[src/rtl/execute_unit.sv]
`default_nettype none
// ============================================================================
// Module      : execute_unit
// Description : Pipeline execute stage with single-cycle ALU ops and an
//               iterative shift-add multiplier behind a valid/ready result.
// Revision    : 1.0 - initial release
// ============================================================================
module execute_unit #(
    parameter int WIDTH  = 16,
    parameter int RADDR  = 4,
    parameter int MUL_EN = 1
) (
    input  logic             clk,
    input  logic             rst,
    input  logic             in_valid,
    output logic             in_ready,
    input  logic [WIDTH-1:0] pc,
    input  logic [WIDTH-1:0] a,
    input  logic [WIDTH-1:0] b,
    input  logic [WIDTH-1:0] imm,
    input  logic [WIDTH-1:0] fwd,
    input  logic [RADDR-1:0] rd,
    input  logic [2:0]       aluop,
    input  logic [1:0]       aluin1,
    input  logic [1:0]       aluin2,
    output logic             out_valid,
    input  logic             out_ready,
    output logic [WIDTH-1:0] aluout,
    output logic [WIDTH-1:0] bout,
    output logic [RADDR-1:0] rdout,
    output logic             zero,
    output logic             pos,
    output logic             busy
);

    localparam int             c_SHW  = $clog2(WIDTH);
    localparam logic [c_SHW-1:0] c_LAST = c_SHW'(WIDTH - 1);

    typedef enum logic [1:0] {
        S_IDLE = 2'd0,
        S_MUL  = 2'd1,
        S_DONE = 2'd2
    } state_t;

    state_t             r_state;
    state_t             w_state_nxt;
    logic [c_SHW-1:0]   r_cnt;
    logic [WIDTH-1:0]   r_acc;
    logic [WIDTH-1:0]   r_mcand;
    logic [WIDTH-1:0]   r_mplier;
    logic [WIDTH-1:0]   r_b_pend;
    logic [RADDR-1:0]   r_rd_pend;
    logic               r_out_valid;
    logic [WIDTH-1:0]   r_aluout;
    logic [WIDTH-1:0]   r_bout;
    logic [RADDR-1:0]   r_rdout;
    logic               r_zero;
    logic               r_pos;

    logic [WIDTH-1:0]   w_in1;
    logic [WIDTH-1:0]   w_in2;
    logic [WIDTH-1:0]   w_alu;
    logic               w_is_mul;
    logic               w_in_ready;
    logic               w_accept;
    logic               w_out_free;
    logic               w_load_alu;
    logic               w_load_mul;
    logic               w_load;
    logic [WIDTH-1:0]   w_res;
    logic [WIDTH-1:0]   w_res_b;
    logic [RADDR-1:0]   w_res_rd;

    always_comb begin
        w_in1 = '0;
        case (aluin1)
            2'd0:    w_in1 = pc;
            2'd1:    w_in1 = a;
            2'd2:    w_in1 = fwd;
            default: w_in1 = '0;
        endcase
        w_in2 = '0;
        case (aluin2)
            2'd0:    w_in2 = b;
            2'd1:    w_in2 = WIDTH'(2);
            2'd2:    w_in2 = imm;
            default: w_in2 = fwd;
        endcase
    end

    // aluop 7 falls through to ADD here; the multiplier path handles it when enabled
    always_comb begin
        w_alu = w_in1 + w_in2;
        case (aluop)
            3'd1:    w_alu = w_in1 - w_in2;
            3'd2:    w_alu = w_in1 & w_in2;
            3'd3:    w_alu = w_in1 | w_in2;
            3'd4:    w_alu = w_in1 ^ w_in2;
            3'd5:    w_alu = w_in1 << w_in2[c_SHW-1:0];
            3'd6:    w_alu = w_in1 >> w_in2[c_SHW-1:0];
            default: w_alu = w_in1 + w_in2;
        endcase
    end

    assign w_is_mul   = (MUL_EN != 0) && (aluop == 3'd7);
    assign w_out_free = !r_out_valid || out_ready;
    assign w_in_ready = !rst && (r_state == S_IDLE) && w_out_free;
    assign w_accept   = in_valid && w_in_ready;

    always_comb begin
        w_state_nxt = r_state;
        w_load_alu  = 1'b0;
        w_load_mul  = 1'b0;
        case (r_state)
            S_IDLE: begin
                if (w_accept && w_is_mul)
                    w_state_nxt = S_MUL;
                else
                    w_load_alu = w_accept;
            end
            S_MUL: begin
                if (r_cnt == c_LAST)
                    w_state_nxt = S_DONE;
            end
            S_DONE: begin
                if (w_out_free) begin
                    w_load_mul  = 1'b1;
                    w_state_nxt = S_IDLE;
                end
            end
            default: w_state_nxt = S_IDLE;
        endcase
    end

    assign w_load   = w_load_alu || w_load_mul;
    assign w_res    = w_load_mul ? r_acc     : w_alu;
    assign w_res_b  = w_load_mul ? r_b_pend  : b;
    assign w_res_rd = w_load_mul ? r_rd_pend : rd;

    // Bit 0 of the multiplier is consumed on the accept edge, so the MUL state
    // needs WIDTH-1 further cycles and the result can retire WIDTH+1 cycles later.
    always_ff @(posedge clk) begin
        if (rst) begin
            r_state     <= S_IDLE;
            r_cnt       <= '0;
            r_acc       <= '0;
            r_mcand     <= '0;
            r_mplier    <= '0;
            r_b_pend    <= '0;
            r_rd_pend   <= '0;
            r_out_valid <= 1'b0;
            r_aluout    <= '0;
            r_bout      <= '0;
            r_rdout     <= '0;
            r_zero      <= 1'b1;
            r_pos       <= 1'b0;
        end else begin
            r_state <= w_state_nxt;
            if (w_accept && w_is_mul) begin
                r_acc     <= w_in2[0] ? w_in1 : '0;
                r_mcand   <= w_in1 << 1;
                r_mplier  <= w_in2 >> 1;
                r_b_pend  <= b;
                r_rd_pend <= rd;
                r_cnt     <= c_SHW'(1);
            end else if (r_state == S_MUL) begin
                if (r_mplier[0])
                    r_acc <= r_acc + r_mcand;
                r_mcand  <= r_mcand << 1;
                r_mplier <= r_mplier >> 1;
                r_cnt    <= r_cnt + c_SHW'(1);
            end

            if (w_load) begin
                r_out_valid <= 1'b1;
                r_aluout    <= w_res;
                r_bout      <= w_res_b;
                r_rdout     <= w_res_rd;
                r_zero      <= (w_res == '0);
                r_pos       <= !w_res[WIDTH-1] && (w_res != '0);
            end else if (out_ready) begin
                r_out_valid <= 1'b0;
            end
        end
    end

    assign in_ready  = w_in_ready;
    assign out_valid = r_out_valid;
    assign aluout    = r_aluout;
    assign bout      = r_bout;
    assign rdout     = r_rdout;
    assign zero      = r_zero;
    assign pos       = r_pos;
    assign busy      = (r_state != S_IDLE);

endmodule
`default_nettype wire

[config.mk]
export PLATFORM = sky130hd
export DESIGN_NAME = execute_unit
export DESIGN_NICKNAME = d
export VERILOG_FILES = /design/src/rtl/execute_unit.sv
export SDC_FILE = /design/constraint.sdc
export NUM_CORES = 1
export LEC_CHECK = 0
export CAP_MARGIN = 40
export CORE_MARGIN = 10
export CORE_UTILIZATION = 35
export DETAILED_ROUTE_END_ITERATION = 12
export SYNTH_ARGS = -nofsm -noshare
export SYNTH_HDL_FRONTEND = slang
export SYNTH_SLANG_ARGS = --single-unit
[constraint.sdc]
create_clock -name clk -period 5.65 [get_ports clk]
set_input_delay 0.565 -clock clk [delete_from_list [all_inputs] [get_ports clk]]
set_output_delay 0.565 -clock clk [all_outputs]
set_load 0.05 [all_outputs]
==> impl_metrics.py, run 1 <==
metrics = {
    "setup_path": {
        "worstReg2RegStart": "r_state[1]$_SDFFE_PP0P_",
        "critPathRequiredTime_ps": 5920,
        "cp-end-kind": "flop",
        "cp_max_fo": 5,
        "r2r_setup_slack_ps": 1940,
        "cp.arrival_ps": 5630,
        "critPathKind": "primary input to flop",
        "start_kind": "primary input",
        "rr_endpoint": "pos$_SDFFE_PP0P_",
        "reg2reg_depth": 10,
    },
    "yosys": {
        "synth.ff_latch_count": 111,
        "async_reset_ff_share_pct": 0,
        "synth.area.mux_share_pct": 10.2,
        "synth_ff_type": "dfxtp_1",
        "syn-cell-area_um2": 9270,
        "synth-compound-area-share_pct": 27.6,
        "synth_fa_ha_area_share_pct": 9.07,
        "synth.yosys.seq_area_share_pct": 24.0,
        "yosys.area_share.simple_pct": 19.6,
        "synth.distinct_cells": 82,
        "synth-xor-area-share_pct": 3.50,
        "yosys_warnings": 0,
        "synth_cells": 1207,
        "syn_nets": 1368,
        "syn_avg_cell_area_um2": 7.68,
        "synth_top_family_by_area": "compound AO/OA/AOI/OAI gates",
        "synth_edf_count": 0,
    },
    "timing": {
        "hold_violations": 0,
        "final.period_utilization_pct": 95.0,
        "setup_tns_ps": 0,
        "clock_skew_ps": 11.5,
        "tightestPinTransition_ps": 880,
        "fmaxAchievable_mhz": 186,
        "slew_violations": 0,
        "finalSetupViolCount": 0,
        "min_period_ps": 5360,
        "rsz0062_at_grt": "no",
        "max_slew_margin_pct": 40.9,
    },
    "layout": {
        "fin_cells": 1715,
        "diodes": 0,
        "syn_to_final_growth_pct": 27.8,
        "final_area_um2": 11800,
        "final_util_pct": 45.4,
        "drive_gt1_share_pct": 13.9,
        "nets": 1536,
    },
    "detailed_routing": {
        "vias": 10199,
        "antenna_left": 0,
        "via_per_inst": 5.95,
        "route.detailed.drc": 0,
        "drt-initial-drc-count": 1123,
        "wire_per_inst_um": 22.8,
        "drt_pre_antenna_iters": 7,
        "wl_mm": 39.0,
    },
    "die": {
        "pin_count": 136,
        "std_cell_rows": 59,
        "die_h_um": 183,
        "start_util_pct": 35.6,
        "die_w_um": 183,
        "coreArea_um2": 26100,
        "die_area_um2": 33400,
    },
    "place": {
        "port_buffers": 135,
        "dp_cells": 1699,
        "place_area_um2": 11500,
        "gp_congestion": 1.02,
        "dp_hpwl_mm": 30.0,
    },
    "worst_hold_path": {
        "hold_path.class": "flop to flop",
        "min_from": "bout[4]$_SDFFE_PP0P_",
        "hold-path-cell-count": 2,
        "hold_end": "bout[4]$_SDFFE_PP0P_",
    },
    "grt": {
        "use_met1_pct": 30.6,
        "busiest_layer": "met2",
        "met3_usage_pct": 3.82,
        "grt_overflow": 0,
        "grt_start_max_net_pins": 76,
        "grt_pass1_vias": 9635,
        "use_met2_pct": 35.1,
        "grtUsageTotal_pct": 22.4,
        "grt_pass1_wl_mm": 59.6,
        "antenna_found_initial": 0,
    },
    "cts": {
        "h-tree-depth": 3,
        "root_buffer": "clkbuf_16",
        "cts_made_buffers": 9,
        "post_cts_buffers": 0,
        "ctsHoldBuffers": 0,
        "cts_resized": 0,
        "clkSlewWorstSetupHoldPaths_ps": 90,
        "cts_max_path_buffers": 2,
        "cts_tree": "built",
        "clock_latency_ps": 370,
        "clock-sinks": 111,
    },
    "power_and_ir_drop": {
        "powerDensity_nw_per_um2": 216,
        "vdd_drop_max_mv": 0.152,
        "p_leak_nw": 4.61,
    },
    "status": {
        "status": "finished, final reports clean",
    },
    "run": {
        "max_cap_viol_count": 0,
    },
}
-- layer usage --
metal / wire length [um] / up-vias
met1: 17200 / 4911
met5: 0 / -
met2: 17700 / 446
met4: 1180 / 0
met3: 2890 / 76
li1: - / 4766
-- layout make-up --
| cell class | instances | area, um2 |
|---|---|---|
| clock buffers | 9 | 225 |
| clock inverters | 7 | 95.1 |
| fillers | 2663 | 14200 |
| inverters | 49 | 184 |
| multi-input cells | 963 | 6530 |
| flip-flops and latches | 111 | 2220 |
| well taps | 335 | 419 |
| repair buffers | 241 | 2160 |
-- worst max-delay path, cell delays in order --
cell	delay [ps]
clkdlybuf4s50_1	520
buf_4	170
mux2i_1	220
a21o_1	160
ha_1	240
nand2_1	60
a21boi_0	280
ha_1	290
nor2b_1	140
o21ai_0	150
a211oi_1	120
a2111oi_1	500
buf_4	200
o221ai_1	130
or4_1	600
a2111o_1	380
nor4_1	240
or4b_1	490
o21a_1	180
-- stage by stage --
stage	total power, mW	hold WS [ps]	setup slack, ps
after global routing	2.67	475	61.7
after detailed placement	1.83	445	-81.3
after global placement	1.83	442	61.3
after CTS	2.56	458	260
after floorplan	1.41	436	118
final	2.56	455	285
-- cells by family (layout without fill, tap and decap cells) --
family          Yosys count  in the layout
mux                      84             84
buf+inv                 133            306
xor+xnor                 37             37
compound gates          363            363
simple gates            413            413
fa+ha+maj                66             66
flops                   111            111
-- cell usage after synthesis (6+ instances only) --
cell	n	area (um2)
a211oi_1	14	105
a21oi_1	104	521
a221oi_1	22	193
a22oi_1	36	270
a2bb2oi_2	7	105
a311oi_1	16	140
a31oi_1	14	87.6
and3_1	7	43.8
buf_1	12	45.0
buf_2	8	40.0
clkbuf_1	58	218
dfxtp_1	111	2220
ha_1	64	801
inv_1	35	131
inv_2	13	48.8
mux2_2	16	180
mux2i_1	60	601
mux4_2	6	135
nand2_1	175	657
nand2b_1	8	50.1
nand3_1	29	145
nor2_1	111	417
nor2b_1	7	43.8
nor3_1	34	170
nor4_1	8	50.1
o211ai_1	12	90.1
o21a_1	9	67.6
o21ai_0	43	215
o221ai_1	7	61.3
o22ai_1	11	68.8
o2bb2ai_1	7	61.3
o31ai_1	7	52.6
or3_1	9	56.3
xnor2_1	28	245
xor2_1	9	78.8
-- worst max path at each step --
stage | to | depth (start not counted) | from | slack [ps]
2_1_floorplan | pos$_SDFFE_PP0P_ | 20 | aluin2[0] | 120
3_3_place_gp | pos$_SDFFE_PP0P_ | 18 | aluin2[0] | 60
3_5_place_dp | pos$_SDFFE_PP0P_ | 19 | aluin2[0] | -80
4_1_cts | pos$_SDFFE_PP0P_ | 19 | aluin2[0] | 260
5_1_grt | pos$_SDFFE_PP0P_ | 20 | aluin2[0] | 60
6_report | pos$_SDFFE_PP0P_ | 19 | aluin2[0] | 290
-- flip-flops by register name, indices dropped and copies added, names as in the netlist, 2 cells and up --
signal     cells
aluout        16
bout          16
r_acc         16
r_b_pend      16
r_mcand       15
r_mplier      15
r_cnt          4
r_rd_pend      4
rdout          4
r_state        2
-- cells in the final DEF, fill, tap and decap left out, types with 11 or more instances in the layout --
master	Yosys	final
a21oi_1	104	104
a31oi_1	14	14
nand3_1	29	28
buf_4	1	106
a211oi_1	14	12
mux2_2	16	16
inv_1	35	35
xnor2_1	28	28
inv_2	13	13
clkdlybuf4s50_1	0	134
ha_1	64	64
nor2_1	111	108
nand2_1	175	175
mux2i_1	60	60
nor3_1	34	34
o211ai_1	12	12
o21ai_0	43	43
o22ai_1	11	11
dfxtp_1	111	111
a22oi_1	36	36
a311oi_1	16	16
a221oi_1	22	22
-- report_power, final --
part | internal (mW) | total (mW) | switching [mW]
logic | 0.424 | 1.02 | 0.593
clock network | 0.361 | 0.725 | 0.364
registers | 0.805 | 0.818 | 0.0135
(Power assumes the default switching activity.)
==> run 2, diff against run 1 <==
--- a/config.mk
+++ b/config.mk
@@ -8,7 +8,9 @@
 export CAP_MARGIN = 40
 export CORE_MARGIN = 10
 export CORE_UTILIZATION = 35
+export CTS_CLUSTER_SIZE = 10
 export DETAILED_ROUTE_END_ITERATION = 12
+export SLEW_MARGIN = 20
 export SYNTH_ARGS = -nofsm -noshare
 export SYNTH_HDL_FRONTEND = slang
 export SYNTH_SLANG_ARGS = --single-unit
==> impl_metrics.py, run 2 (same netlist as run 1, synthesis figures left out) <==
metrics = {
    "cts": {
        "cts_made_buffers": 9,
        "clkSlewWorstSetupHoldPaths_ps": 80,
        "clock-sinks": 111,
        "root_buffer": "clkbuf_16",
        "clock_latency_ps": 370,
        "cts_max_path_buffers": 2,
        "h-tree-depth": 3,
        "cts_tree": "built",
    },
    "grt": {
        "grt_start_max_net_pins": 76,
        "grtUsageTotal_pct": 22.4,
        "grt_overflow": 0,
        "antenna_found_initial": 0,
        "grt_pass1_wl_mm": 59.1,
        "grt_pass1_vias": 9523,
    },
    "timing": {
        "tightestPinTransition_ps": 946,
        "slew_violations": 0,
        "final.period_utilization_pct": 94.4,
        "hold_violations": 0,
        "rsz0062_at_grt": "no",
        "max_slew_margin_pct": 36.5,
        "setup_tns_ps": 0,
        "fmaxAchievable_mhz": 188,
        "finalSetupViolCount": 0,
        "clock_skew_ps": 8.55,
        "min_period_ps": 5330,
    },
    "detailed_routing": {
        "wl_mm": 39.1,
        "antenna_left": 0,
        "drt-initial-drc-count": 1035,
        "via_per_inst": 5.90,
        "wire_per_inst_um": 22.8,
        "route.detailed.drc": 0,
        "drt_pre_antenna_iters": 6,
        "vias": 10121,
    },
    "setup_path": {
        "cp_max_fo": 7,
        "cp.arrival_ps": 5600,
        "start_kind": "primary input",
        "reg2reg_depth": 10,
        "worstReg2RegStart": "r_state[1]$_SDFFE_PP0P_",
        "endpoint": "pos$_SDFFE_PP0P_",
        "rr_endpoint": "pos$_SDFFE_PP0P_",
        "cp-end-kind": "flop",
        "r2r_setup_slack_ps": 2000,
        "critPathRequiredTime_ps": 5920,
        "startpoint": "aluin2[0]",
        "critPathKind": "primary input to flop",
    },
    "die": {
        "die_w_um": 183,
        "pin_count": 136,
        "start_util_pct": 35.6,
        "die_h_um": 183,
        "coreArea_um2": 26100,
        "std_cell_rows": 59,
        "die_area_um2": 33400,
    },
    "power_and_ir_drop": {
        "vdd_drop_max_mv": 0.177,
        "p_leak_nw": 4.60,
        "powerDensity_nw_per_um2": 213,
    },
    "layout": {
        "final_util_pct": 45.4,
        "drive_gt1_share_pct": 13.9,
        "diodes": 0,
        "syn_to_final_growth_pct": 27.5,
        "final_area_um2": 11800,
        "final_common_cell": "nand2_1",
        "most-common-layout-cells": "175 x nand2_1, 134 x clkdlybuf4s50_1, 111 x dfxtp_1",
        "nets": 1536,
    },
    "run": {
        "max_cap_viol_count": 0,
    },
    "status": {
        "status": "finished, final reports clean",
    },
    "place": {
        "place_area_um2": 11500,
        "gp_congestion": 1.02,
        "port_buffers": 135,
        "dp_hpwl_mm": 30.0,
    },
    "worst_hold_path": {
        "hold_path.class": "flop to flop",
    },
}
[run 2: cell types whose count changed in the layout (fill, tap and decap cells not counted), sizes merged]
cell	delta
clkinv	+2
bufinv	-1
inv	-1
[run 2: layout make-up]
cell class,count,area [um2]
fill,2657,14200
multi-input combinational,963,6530
sequential,111,2220
timing repair buffer,241,2160
tap,335,419
clock buffer,9,225
inverter,49,184
clock inverter,7,75.1
[run 2: critical path, cell delays in order]
cell             delay, ps
clkdlybuf4s50_1        510
buf_4                  170
buf_4                  160
buf_4                  170
mux2_2                 340
a22oi_1                200
inv_1                  130
nor4_1                 530
buf_4                  220
a31oi_1                 90
xnor2_1                140
ha_1                   350
a21oi_1                160
o22ai_1                 90
nor2_1                 120
o21ai_0                 90
mux2i_1                290
o311ai_0               330
nor4_1                 270
or4b_1                 490
o21a_1                 190
[run 2: how the worst min path moves through the flow]
stage	startpoint	to	slack, ps	cells after the start
detailed placement	bout[2]$_SDFFE_PP0P_	bout[2]$_SDFFE_PP0P_	450	2
finish	aluout[12]$_SDFFE_PP0P_	aluout[12]$_SDFFE_PP0P_	460	2
global route	bout[14]$_SDFFE_PP0P_	bout[14]$_SDFFE_PP0P_	470	2
global placement	r_b_pend[1]$_SDFFE_PP0P_	r_b_pend[1]$_SDFFE_PP0P_	440	2
CTS	bout[2]$_SDFFE_PP0P_	bout[2]$_SDFFE_PP0P_	460	2
floorplan	r_acc[0]$_SDFFE_PP0P_	r_acc[0]$_SDFFE_PP0P_	440	2
[run 2: per-stage QoR]
| stage | hold WS [ps] | setup slack (ps) | std cells | total power [mW] |
|---|---|---|---|---|
| 2_1_floorplan | 436 | 118 | 1207 | 1.41 |
| 3_3_place_gp | 442 | 61.3 | 1697 | 1.83 |
| 3_5_place_dp | 446 | -31.5 | 1699 | 1.83 |
| 4_1_cts | 458 | 332 | 1715 | 2.51 |
| 5_1_grt | 471 | 83.9 | 1715 | 2.63 |
| 6_report | 457 | 317 | 1715 | 2.52 |
[run 2: what timing repair did]
item | 4_1_cts | 5_1_grt
hold buffers | 0 | 0
endpoints found under the setup margin | 0 | 1
gates resized for setup | 0 | 1
buffers inserted | 0 | 0
[run 2: layer usage]
layer  global-route usage (%)  vias up  wire length (um)
met2                     35.4      468             17700
li1                         -     4773                 -
met4                     6.67        0              1150
met1                     29.9     4811             17000
met5                        0        -                 0
met3                     4.73       69              3240
[run 2: where the power goes]
part,switching (mW),total [mW],internal (mW)
Sequential,0.0136,0.819,0.805
Clock,0.369,0.685,0.316
Combinational,0.593,1.02,0.424
Total,0.976,2.52,1.54
